## config.mk

```make
export PLATFORM = sky130hd
export DESIGN_NAME = right_shift_align
export DESIGN_NICKNAME = d
export VERILOG_FILES = /design/src/rtl/fpu_shift_pkg.sv /design/src/rtl/right_shift_step.sv /design/src/rtl/right_shift_align.sv
export SDC_FILE = /design/constraint.sdc
export NUM_CORES = 1
export LEC_CHECK = 0
export CORE_ASPECT_RATIO = 0.7
export CORE_MARGIN = 1
export CORE_UTILIZATION = 45
export DETAILED_ROUTE_END_ITERATION = 7
export DONT_BUFFER_PORTS = 1
export GPL_ROUTABILITY_DRIVEN = 0
export RECOVER_POWER = 25
export SYNTH_ARGS = -nofsm -noshare
export SYNTH_HDL_FRONTEND = slang
export SYNTH_SLANG_ARGS = --single-unit
```

## constraint.sdc

```tcl
create_clock -name CLK -period 2.5 [get_ports CLK]
set_input_delay 0.125 -clock CLK [delete_from_list [all_inputs] [get_ports CLK]]
set_output_delay 0.125 -clock CLK [all_outputs]
set_load 0.02 [all_outputs]
```

## src/rtl/fpu_shift_pkg.sv

```systemverilog
// Shared types and widths for the FP add/sub alignment shifter.
package fpu_shift_pkg;
  localparam int FRAC_W   = 26;
  localparam int STEP_DEF = 4;
  localparam int AMT_W    = 8;

  typedef enum logic [1:0] {
    IDLE  = 2'd0,
    SHIFT = 2'd1,
    DONE  = 2'd2
  } align_state_t;
endpackage

```

## src/rtl/right_shift_step.sv

```systemverilog
// One combinational right-shift step by k (0..STEP) with the OR of the bits dropped off the LSB end.
module right_shift_step #(
  parameter int WIDTH = 26,
  parameter int STEP  = 4,
  parameter int KW    = $clog2(STEP + 1)
) (
  input  logic [WIDTH-1:0] data,
  input  logic [KW-1:0]    k,
  output logic [WIDTH-1:0] shifted,
  output logic             part_sticky
);
  logic [WIDTH-1:0] drop_mask;

  always_comb begin
    drop_mask   = ~({WIDTH{1'b1}} << k);
    shifted     = data >> k;
    part_sticky = |(data & drop_mask);
  end
endmodule

```

## src/rtl/right_shift_align.sv

```systemverilog
// Sequential alignment shifter: right-shifts a fraction by up to STEP bits per cycle, collecting sticky.
// Handshake: a transfer happens on a rising edge where valid && ready are both high; in_ready is high
// only in IDLE, out_valid only in DONE, and out_valid stays up with stable data until out_ready.
module right_shift_align
  import fpu_shift_pkg::*;
#(
  parameter int WIDTH = FRAC_W,
  parameter int STEP  = STEP_DEF
) (
  input  logic               CLK,
  input  logic               nRST,
  input  logic               in_valid,
  output logic               in_ready,
  input  logic [WIDTH-1:0]   fraction,
  input  logic [AMT_W-1:0]   shift_amount,
  output logic               out_valid,
  input  logic               out_ready,
  output logic [WIDTH-1:0]   result,
  output logic               sticky,
  output logic [AMT_W-1:0]   applied_amount,
  output align_state_t       state
);
  localparam int KW = $clog2(STEP + 1);

  logic [WIDTH-1:0] data_q;
  logic [AMT_W-1:0] rem_q;
  logic [AMT_W-1:0] amt_q;
  logic             sticky_acc_q;
  logic [KW-1:0]    k;
  logic [WIDTH-1:0] shifted;
  logic             part_sticky;

  // k = min(remaining, STEP); never exceeds remaining, so rem_q cannot underflow
  always_comb begin
    k = KW'(STEP);
    if (rem_q < AMT_W'(STEP)) k = rem_q[KW-1:0];
  end

  assign in_ready  = (state == IDLE);
  assign out_valid = (state == DONE);

  right_shift_step #(
    .WIDTH(WIDTH),
    .STEP (STEP),
    .KW   (KW)
  ) u_step (
    .data       (data_q),
    .k          (k),
    .shifted    (shifted),
    .part_sticky(part_sticky)
  );

  always_ff @(posedge CLK or negedge nRST) begin
    if (!nRST) begin
      state          <= IDLE;
      data_q         <= '0;
      rem_q          <= '0;
      amt_q          <= '0;
      sticky_acc_q   <= 1'b0;
      result         <= '0;
      sticky         <= 1'b0;
      applied_amount <= '0;
    end else begin
      case (state)
        IDLE: begin
          if (in_valid) begin
            if (shift_amount >= AMT_W'(WIDTH)) begin
              result         <= '0;
              sticky         <= |fraction;
              applied_amount <= AMT_W'(WIDTH);
              state          <= DONE;
            end else if (shift_amount == '0) begin
              result         <= fraction;
              sticky         <= 1'b0;
              applied_amount <= '0;
              state          <= DONE;
            end else begin
              data_q       <= fraction;
              rem_q        <= shift_amount;
              amt_q        <= shift_amount;
              sticky_acc_q <= 1'b0;
              state        <= SHIFT;
            end
          end
        end
        SHIFT: begin
          data_q       <= shifted;
          rem_q        <= rem_q - AMT_W'(k);
          sticky_acc_q <= sticky_acc_q | part_sticky;
          // Visible outputs only change when the result is final
          if (rem_q == AMT_W'(k)) begin
            result         <= shifted;
            sticky         <= sticky_acc_q | part_sticky;
            applied_amount <= amt_q;
            state          <= DONE;
          end
        end
        DONE: begin
          if (out_ready) state <= IDLE;
        end
        default: state <= IDLE;
      endcase
    end
  end
endmodule

```

Yosys cells after proc, flatten, opt, wreduce, memory -nomap -nowiden --
Index checks and enable logic that the tools add are counted. W data, S select, Z words.
Storage, ports and cells: bits in registers 80, bits in latches 0, memory bits (writable) 0, ROM bits 0, output and inout bits 39, logic and storage cells 70, memories kept 0
Operators by class: add/subtract/negate cells 1, multiply operators 0, divide/modulo/power cells 0, magnitude comparators 2, eq/ne operators 9, shifts and indexed selects 2, multiplexer cells 34, bitwise gates (word level) 5, reduce and logical (&&, ||, !) cells 9
Operators by type and width (count):
- $mux W26 | 7
- $pmux W26 S2 | 2
- $mux W8 | 7
- $reduce_or A26 Y1 | 2
- $pmux W8 S2 | 2
- $and A26 B26 Y26 | 1
- $not A26 Y26 | 1
- $shl A26 B3 Y26 const A | 1
- $shr A26 B3 Y26 | 1
- $reduce_and A4 Y1 | 3
- $mux W2 | 5
- $eq A8 B3 Y1 | 1
- $ge A8 B5 Y1 const B | 1
- $logic_not A8 Y1 | 1
- $lt A8 B3 Y1 const B | 1
- $ne A2 B2 Y1 const B | 4
- $sub A8 B3 Y8 | 1
- $mux W1 | 7
- $pmux W2 S3 | 1
- $pmux W1 S2 | 2
- $mux W3 | 1
- $ne A3 B1 Y1 const B | 1
- $reduce_and A3 Y1 | 1
- $eq A2 B1 Y1 const B | 1
- other kinds (6) | 7

Logic depth before layout (Yosys ltp) --
Gate-level depths: netlist of run 1.
depth after elaboration 9, depth in mapped cells 9, depth with buffers taken out 9

Modules after synthesis --
Synthesis of run 1 repeated with hierarchy kept, for this count alone.
Unflattened totals: cell total of the unflattened synthesis 502, area, all modules 4654.5 µm²
By module, submodules not included:
- right_shift_align | instances 1, cells an instance 407, area each 3746.1 µm², sequential area each 2001.9 µm²
- right_shift_step | instances 1, cells an instance 95, area each 908.4 µm², sequential area each 0.0 µm²

Least setup slack after synthesis of run 1 --
OpenSTA, ideal clock, no wires.
kind register -> register, start point register rem_q[1], end point register rem_q[6], data arrival time 1.974 ns, required time 2.368 ns, setup slack 0.393 ns, cell stages (with the launch flop) 10, path buffers 2, clock period less this slack 2.107 ns, path through dfrtp_1 buf_2 buf_1 nand2_1 ha_1 o21a_1 a211oi_1 a21oi_1 o31ai_1 o31ai_1
Between the ends: longest elaborated chain between the ends 4
Ends and longest elaborated chain:
- from (decl) | line right_shift_align.sv:26 | logic [AMT_W-1:0] rem_q;
- from (signal assigned) | line right_shift_align.sv:79 | rem_q <= shift_amount;
- from (signal assigned) | line right_shift_align.sv:88 | rem_q <= rem_q - AMT_W'(k);
- $lt A8 B3 Y1 | line right_shift_align.sv:36 | if (rem_q < AMT_W'(STEP)) k = rem_q[KW-1:0];
- $mux W3 | line right_shift_align.sv:36
- $sub A8 B3 Y8 (*) | line right_shift_align.sv:88
- $pmux W8 S2 (*) | line right_shift_align.sv:64 | case (state)
Mark *: on every way between the ends. The rest lies on a longest branch, timed or not. A chain may end at the register's enable or synchronous reset.

Final worst setup path of run 1 --
start point register rem_q[4], end point register result[20]
Between the ends: longest elaborated chain between the ends 5, elaborated cells on any way between the ends 8, classes of those cells 1 x order compare; 2 x eq/ne; 1 x shift; 3 x mux; 1 x reduce/logical
Ends and longest elaborated chain:
- $lt A8 B3 Y1 | line right_shift_align.sv:36
- $mux W3 | line right_shift_align.sv:36
- $shr A26 B3 Y26 or $eq A8 B3 Y1 (tied branches) | line right_shift_step.sv:16, right_shift_align.sv:91
- $mux W26 or $ne A2 B2 Y1 (tied branches)
- $pmux W26 S2 or $reduce_and A4 Y1 (tied branches)
- to (signal assigned) | line right_shift_align.sv:73 | result <= fraction;
- to (signal assigned) | line right_shift_align.sv:92 | result <= shifted;
- to (decl) | line right_shift_align.sv:18 | output logic [WIDTH-1:0] result,
Several ways; a longest one is shown, not always the timed one. The select of a mux whose other input is x is not followed.

==> results by group, run 1 <==
Run status
  • Status: complete, but fails checks
  • Failing checks: max-capacitance violations, max-slew violations

Timing
  • Period utilisation layout: 0.899
  • Tmin final: ~2200 ps
  • Clk_skew: between 7 and 8 ps
  • Final hold vios: 0
  • Post-route setup TNS: 0 ps
  • Slew Limit Fails: 81
  • Worst slew margin: -0.228
  • RSZ-0062 raised after global routing: no
  • F_max: 445 MHz
  • Final setup fails: 0
  • Worst-Margin Slew: approximately 1800 ps

Synth
  • Top cell type's share of synthesized area: 0.406
  • Synth area leader: dfrtp_1
  • Post-Syn Area: a little under 5000 µm²
  • Cells after Synth: approximately 500
  • Syn_nets: roughly 530
  • Synth area leaders: dfrtp_1 41%, mux4_2 10%, mux2_2 7.1%, mux2i_1 5.9%, a21oi_1 5.2%
  • Seq/Total Area, Yosys: 0.406
  • Most frequent cell after synthesis: dfrtp_1
  • Ys async rst share: 1.00
  • Post-synthesis cell type count: 48
  • Top_reg_cell synth: dfrtp_1
  • Avg Inst Size Synth: around 10 µm²
  • Post-synth EDFFs: 0
  • Synth warn: 0
  • Synth top cells by count: 80 x dfrtp_1, 51 x a21oi_1, 43 x nor2_1
  • Synth Register Bits: 80

Place
  • Inst Count DP: between 600 and 700
  • Port bufs: 0
  • DP HPWL: approximately 8400 µm

CTS
  • CTS root buf: clkbuf_16
  • Clock sink total: 80
  • Hold_buf cts: 27
  • CTS resizes: 0
  • # H-tree levels: 3
  • Number of setup buffers added after CTS: 0
  • CTS max path bufs: 2
  • Reg clk slew, reported paths: roughly 60 ps
  • CTS buffer count: 9
  • Clk Latency, worst-skew pair: 340 ps
  • TritonCTS clock tree: done

Die
  • Die X: 127 µm
  • Core Region: ~11000 µm²
  • Area of the die: between 10000 and 15000 µm²
  • Initial Util: 0.469
  • Die Span Y: 89.6 µm
  • Io pins: slightly below 80
  • Row cnt: 31

Worst hold path
  • HP Class: in2reg

Routing
  • DRC viols: 0
  • Iter 0 DRT Violations: around 390
  • Final wirelength: roughly 13000 µm
  • DR WL/cell: roughly 19 µm
  • Drt via density: ~6.0
  • Detailed-route via count: 3985
  • DRT Pass-1 Iters: 5
  • Remaining antenna violation count: 0

Setup path
  • CP endpoint kind: register
  • Setup CP Type: reg2reg
  • WP data required: approximately 2800 ps
  • Worst Path Max Fanout: 20
  • CP arrival: between 2000 and 3000 ps
  • Worst setup SP type: register
  • Reg2reg setup slack: roughly 250 ps

Global route
  • Remaining Overflow, GRT: 0
  • All-Layer GR Usage: 0.241
  • Pin count of the biggest net entering global routing: just over 80
  • Vias in the first global route: roughly 3800
  • First-pass GRT wire length: roughly 21000 µm
  • Initial antenna violation count: 0

Power
  • P_leak: roughly 2.3 nW
  • Worst VDD drop: 0.566 mV
  • Total power: just under 7 mW
  • Pwr Density: around 1200 nW/µm²

Finish
  • Finished Layout Cells: between 600 and 700
  • Diode count: 0
  • Layout cells sized above 1: 0.195
  • Filler cells: approximately 950
  • Final nets: ~550
  • Area grow syn2layout: 15.6%

Flow run
  • Max_cap viols: 1
power breakdown:
group | switching (mW) | total (mW) | internal, mW
Clock | 0.559 | 1.47 | 0.907
Sequential | 0.703 | 2.43 | 1.72
Combinational | 1.48 | 2.88 | 1.41
final cells by class:
| cell class | count | area (µm²) | area share |
|---|---|---|---|
| clock buffers | 10 | 239 | 0.0419 |
| multi-input cells | 346 | 2640 | 0.463 |
| inverters | 30 | 113 | 0.0198 |
| well taps | 148 | 185 | 0.0325 |
| flip-flops and latches | 80 | 2000 | 0.351 |
| repair buffers | 46 | 433 | 0.0760 |
| clock inverters | 6 | 91.3 | 0.0160 |
layout by cell type (no fill, tap or decap), drive strengths merged, types with 4 or more instances in the layout:
cell and count:
mux2 35, nor4 8, o31ai 5, clkbuf 10
dlygate4sd3 26, a31oi 22, nor3 5, a21oi 51
a22oi 4, mux2i 29, o21ai 43, nor2 44
dfrtp 80, buf 20, nand2 16, inv 31
nand3 28, mux4 22
sequential cells by signal (all words and copies together), names as in the netlist:
| register | count |
|---|---|
| data_q | 26 |
| state | 2 |
| amt_q | 8 |
| applied_amount | 8 |
| rem_q | 8 |
| result | 26 |
| sticky_acc_q | 1 |
| sticky | 1 |
routing by layer:
layer  wire, µm  part of all wire  GRT usage
met1       6330              0.49      0.376
met2       5320              0.41      0.334
met3       1070             0.084     0.0545
met4        118            0.0092     0.0584
met5          0                 0          0
per-stage QoR:
stage | worst slack (ps) | utilization | hold WS [ps] | area, µm²
2_1_floorplan | 393 | - | -171 | 4930
3_3_place_gp | 351 | 0.486 | -169 | 5100
3_5_place_dp | 242 | 0.486 | -169 | 5100
4_1_cts | 250 | 0.544 | 0.0915 | 5720
5_1_grt | 71.6 | 0.542 | 13.2 | 5700
6_report | 253 | 0.542 | 1.44 | 5700
path summary, 6_finish.rpt:
check / startpoint / cells past startpoint / endpoint
max reg2reg: rem_q[4] / 7 / result[20]
max: rem_q[4] / 7 / result[20]
min in group asynchronous: nRST / 2 / rem_q[0]
max in group asynchronous: nRST / 2 / state[1]
min: fraction[10] / 2 / result[10]
min reg2reg: amt_q[7] / 1 / amt_q[7]
cells by family after synthesis:
| group | after synthesis | share of synthesized area |
|---|---|---|
| compound gates | 143 | 0.168 |
| simple gates | 115 | 0.120 |
| mux | 86 | 0.242 |
| flops | 80 | 0.406 |
| buf+inv | 69 | 0.0609 |
| fa+ha+maj | 1 | 0.00254 |
| other cells | 1 | 0.000761 |
worst max-delay path, cell delays in order (launching register included):
cell	delay, ps
dfrtp_1	460
nor4_4	360
buf_4	280
nand2_1	70
nor2_1	130
a32o_2	400
buf_12	250
mux2i_1	200
Power figures use the tool's default switching activity.
==> run 2: changes to the inputs <==
GPL_TIMING_DRIVEN = 1   (was default)
PLACE_DENSITY_LB_ADDON = 0.12   (was default)
==> run 2 against run 1 <==
Net effect: the flow still finishes with violations (max-capacitance violations, max-slew violations); utilization fell by 0.81 points; fmax fell by 1.5%; total power fell by 0.95%; die area did not move; critical path depth rose by 2.
==> results by group, run 2 (synthesis gave the netlist of run 1 again) <==
Run status
  • Status: complete, but fails checks
  • Failing checks: max-capacitance violations, max-slew violations

Routing
  • Final wirelength: between 10000 and 15000 µm
  • DR WL/cell: approximately 20 µm
  • Drt via density: approximately 6.1
  • Iter 0 DRT Violations: about 280
  • Remaining antenna violation count: 0
  • Detailed-route via count: approximately 4000
  • DRC viols: 0
  • DRT Pass-1 Iters: 5

Power
  • Worst VDD drop: 0.452 mV
  • Pwr Density: 1200 nW/µm²
  • P_leak: ~2.3 nW

Setup path
  • Worst path max stage delay: roughly 480 ps
  • CP endpoint kind: register
  • Cell family with most CP delay: compound AO/OA/AOI/OAI gates
  • Crit path cell chain: nor4_4 -> nand2_1 -> nand2_1 -> ha_1 -> o21a_1 -> a211oi_1 -> a21oi_1 -> o31ai_1 -> o31ai_1
  • WP data required: between 2000 and 3000 ps
  • Slowest library cell on the worst path: a211oi_1
  • Setup CP Type: reg2reg
  • Worst Path Max Fanout: 6
  • CP arrival: approximately 2500 ps
  • Worst setup SP type: register
  • WP buf/inv: 0

Global route
  • Vias in the first global route: ~3900
  • Initial antenna violation count: 0
  • First-pass GRT wire length: 21500 µm
  • All-Layer GR Usage: 0.248
  • Pin count of the biggest net entering global routing: 81
  • Remaining Overflow, GRT: 0

Timing
  • Period utilisation layout: 0.912
  • Post-route setup TNS: 0 ps
  • F_max: around 440 MHz
  • Clk_skew: approximately 7.3 ps
  • Worst slew margin: -0.213
  • Final setup fails: 0
  • Worst-Margin Slew: between 1500 and 2000 ps
  • Tmin final: 2280 ps
  • Final hold vios: 0
  • RSZ-0062 raised after global routing: no
  • Slew Limit Fails: 81

CTS
  • CTS resizes: 0
  • CTS root buf: clkbuf_16
  • CTS buffer count: 9
  • # H-tree levels: 3
  • CTS max path bufs: 2
  • Clock sink total: 80
  • Reg clk slew, reported paths: 60 ps
  • TritonCTS clock tree: done
  • Clk Latency, worst-skew pair: ~340 ps

Finish
  • Design area: roughly 5600 µm²
  • Filler cells: roughly 950
  • Most frequent cells in the layout: 80 x dfrtp_1, 51 x a21oi_1, 42 x nor2_1, 42 x o21ai_0, 31 x mux2_2
  • FF+latch area: about 2000 µm²
  • Diode count: 0
  • Largest regs: data_q (26), result (26)
  • Area grow syn2layout: 13.9%
  • Leading cell type in the layout, fill and taps excluded: dfrtp_1
  • Multi-input gate area: roughly 2600 µm²
  • Layout cells sized above 1: 0.195
  • Final nets: approximately 550

Place
  • Port bufs: 0
  • Placed cell area: a little over 5000 µm²
  • DP HPWL: 8760 µm

Die
  • Die Span Y: about 90 µm
  • Area of the die: about 11000 µm²
  • Row cnt: 31
  • Core Region: ~11000 µm²
  • Die X: approximately 130 µm
  • Initial Util: 0.469
  • Io pins: 77

Worst hold path
  • HP Class: in2reg

Flow run
  • Max_cap viols: 1
[run 2: path summary, 6_finish.rpt]
path / cells past startpoint / slack [ps] / to / start
worst max-delay path: 9 / 220 / rem_q[6] / rem_q[4]
worst min-delay path: 2 / 5 / result[6] / fraction[6]
worst max register to register: 9 / 220 / rem_q[6] / rem_q[4]
worst min register to register: 1 / 490 / amt_q[5] / amt_q[5]
max in group asynchronous: 2 / 520 / result[5] / nRST
min in group asynchronous: 2 / 870 / data_q[16] / nRST
[run 2: final cells by class]
type,instances,share of cell area
multi-input cells,346,0.470
flip-flops and latches,80,0.357
clock buffers,12,0.0439
inverters,30,0.0201
clock inverters,4,0.00958
well taps,148,0.0330
repair buffers,42,0.0673
[run 2: stage by stage]
step / worst slack [ps] / power (mW) / hold WS, ps / std cells / utilization
6_report: 220 / 6.71 / 4.65 / 662 / 0.534
5_1_grt: 19.3 / 7.14 / 13.9 / 662 / 0.534
4_1_cts: 257 / 6.72 / 2.88 / 662 / 0.536
2_1_floorplan: 393 / 4.57 / -171 / 495 / -
3_5_place_dp: 279 / 5.30 / -168 / 624 / 0.485
3_3_place_gp: 355 / 5.22 / -168 / 624 / 0.485
[run 2: timing repair]
action / 4_1_cts / 5_1_grt
endpoints found under the setup margin: 0 / 0
hold buffers: 22 / 0
endpoints found under the hold margin: 101 / 0
setup buffers: 0 / 0
[run 2: metal layers]
metal / global-route usage / vias to the layer above / part of all wire
met5: 0 / - / 0
met4: 0.0736 / 0 / 0.010
met3: 0.0835 / 10 / 0.096
met2: 0.358 / 193 / 0.42
met1: 0.355 / 1958 / 0.47
li1: - / 1857 / -
[run 2: power by group]
group / total, mW / switching, mW / internal [mW]
Clock: 1.34 / 0.533 / 0.804
Combinational: 2.95 / 1.54 / 1.41
Sequential: 2.43 / 0.701 / 1.73
Total: 6.71 / 2.77 / 3.94
==> run 3: changes to the inputs <==
CORE_UTILIZATION = 60   (was 45)
SLEW_MARGIN = 40   (was default)
==> run 3 against run 2 <==
Net effect: worst hold slack worse by 4.0 ps; register-to-register slack improved by 80 ps; first-iteration DRC count grew 40%; critical path depth shrank 2; wire length down 3.6%; flip-flop and latch count did not move; the flow still finishes with violations (max-capacitance violations, max-slew violations); non-clock buffer count down 5; global-route usage up 7.2 points; worst setup slack better by 81 ps; cell area fell by 1.6%; clock skew decreased by 3.1 ps; total power up 0.19%.
==> results by group, run 3 (synthesis gave the netlist of run 1 again) <==
Timing
  • Post-route setup TNS: 0 ps
  • Slew Limit Fails: 81
  • Final setup fails: 0
  • Worst slew margin: -0.195
  • Final hold vios: 0
  • Worst-Margin Slew: about 1800 ps
  • Period utilisation layout: 0.880
  • Tmin final: between 2000 and 2500 ps
  • RSZ-0062 raised after global routing: no
  • Clk_skew: between 4 and 5 ps
  • F_max: approximately 450 MHz

CTS
  • Number of setup buffers added after CTS: 0
  • # H-tree levels: 3
  • Clock sink total: 80
  • Reg clk slew, reported paths: around 60 ps
  • CTS max path bufs: 2
  • CTS buffer count: 9
  • CTS root buf: clkbuf_16
  • TritonCTS clock tree: done
  • Clk Latency, worst-skew pair: 340 ps

Worst hold path
  • Hold Path Cell Cnt: 2
  • HP Class: in2reg
  • Min-Delay Startpoint: fraction[6]
  • Hold path endpoint: result[6]

Routing
  • Drt via density: between 6 and 7
  • Iter 0 DRT Violations: slightly below 400
  • Detailed-route via count: between 4000 and 5000
  • DR WL/cell: between 20 and 25 µm
  • Remaining antenna violation count: 0
  • DRC viols: 0
  • Final wirelength: 12700 µm
  • DRT Pass-1 Iters: 5

Setup path
  • Worst setup SP type: register
  • Slowest library cell on the worst path: dfrtp_1
  • CP endpoint kind: register
  • Worst Path Max Fanout: 36
  • Crit path cell chain: nor4_4 -> buf_4 -> nand2_1 -> nor2_1 -> a32o_2 -> buf_12 -> mux2_2
  • Critical R2R Capture: sticky
  • R2r worst-path depth: 7
  • Setup CP Type: reg2reg
  • Reg2reg setup slack: 300 ps
  • Worst path max stage delay: 470 ps
  • WP data required: 2720 ps
  • CP arrival: ~2400 ps
  • Worst r2r src: rem_q[4]

Global route
  • First-pass GRT wire length: a little over 20000 µm
  • Vias in the first global route: approximately 3900
  • All-Layer GR Usage: 0.320
  • Remaining Overflow, GRT: 0
  • Pin count of the biggest net entering global routing: ~80
  • Initial antenna violation count: 0

Finish
  • Final nets: 543
  • Layout cells sized above 1: 0.195
  • Leading cell type in the layout, fill and taps excluded: dfrtp_1
  • Finished Layout Cells: 609
  • Largest regs: data_q (26), result (26)
  • Area grow syn2layout: 12.1%
  • Diode count: 0
  • Most frequent cells in the layout: 80 x dfrtp_1, 51 x a21oi_1, 42 x nor2_1, 42 x o21ai_0, 31 x mux2_2

Power
  • P_leak: approximately 2.3 nW
  • Pwr Density: between 1000 and 1500 nW/µm²
  • Worst VDD drop: ~0.60 mV

Flow run
  • Max_cap viols: 1

Die
  • Die X: roughly 110 µm
  • Io pins: 77
  • Area of the die: ~8600 µm²
  • Core Region: ~8000 µm²
  • Initial Util: 0.624
  • Row cnt: 27
  • Die Span Y: 77.8 µm

Place
  • Port bufs: 0
  • DP HPWL: 8140 µm
  • Inst Count DP: around 580

Run status
  • Failing checks: max-capacitance violations, max-slew violations
  • Status: complete, but fails checks
-- run 3: cell count changes in the layout (fill, tap and decap cells not counted), sizes merged --
cell and delta:
buf -1, clkinvlp -1, dlygate4sd3 -4
-- run 3: stage by stage --
step | power (mW) | hold slack (ps) | utilization | cell area, µm² | worst slack (ps)
2_1_floorplan | 4.57 | -171 | - | 4930 | 393
3_3_place_gp | 5.16 | -169 | 0.640 | 5060 | 379
3_5_place_dp | 5.27 | -169 | 0.640 | 5060 | 275
4_1_cts | 6.66 | 2.28 | 0.701 | 5540 | 262
5_1_grt | 7.11 | 8.07 | 0.699 | 5530 | 148
6_report | 6.72 | 0.692 | 0.699 | 5530 | 301
-- run 3: where the power goes --
group | switching (mW) | internal [mW] | total (mW)
clock | 0.522 | 0.795 | 1.32
combinational | 1.51 | 1.42 | 2.94
sequential | 0.747 | 1.72 | 2.47
total | 2.78 | 3.94 | 6.72
-- run 3: worst max-delay path: cells and delay by family (launching register included) --
kind,cells,cell delay [ps]
buf+inv,2,510
flops,1,470
compound gates,1,170
mux,1,370
simple gates,3,550
-- run 3: how the worst max path moves through the flow --
stage          startpoint         end  slack, ps  cells after the start
4_1_cts          rem_q[4]    rem_q[6]        260                      9
3_3_place_gp     rem_q[4]  result[12]        380                      7
6_report         rem_q[4]      sticky        300                      7
2_1_floorplan    rem_q[1]    rem_q[6]        390                      9
3_5_place_dp     rem_q[4]    rem_q[6]        280                      9
5_1_grt              nRST  data_q[25]        150                      2
-- run 3: cell type report --
cell class / count / area, µm²
multi-input combinational: 346 / 2640
fill: 601 / 2380
sequential: 80 / 2000
timing repair buffer: 37 / 355
clock buffer: 12 / 246
tap: 101 / 126
inverter: 30 / 113
clock inverter: 3 / 42.5
-- run 3: routing by layer --
layer	GRT usage	part of all wire	vias up
li1	-	-	1838
met1	0.474	0.44	2037
met2	0.459	0.44	225
met3	0.0941	0.11	18
met4	0.0816	0.012	0
met5	0	0	-
-- run 3: repair_timing --
item / 4_1_cts / 5_1_grt
endpoints found under the setup margin: 0 / 1
resized for setup: 0 / 1
hold endpoints to repair: 98 / 0
hold buffers: 18 / 0
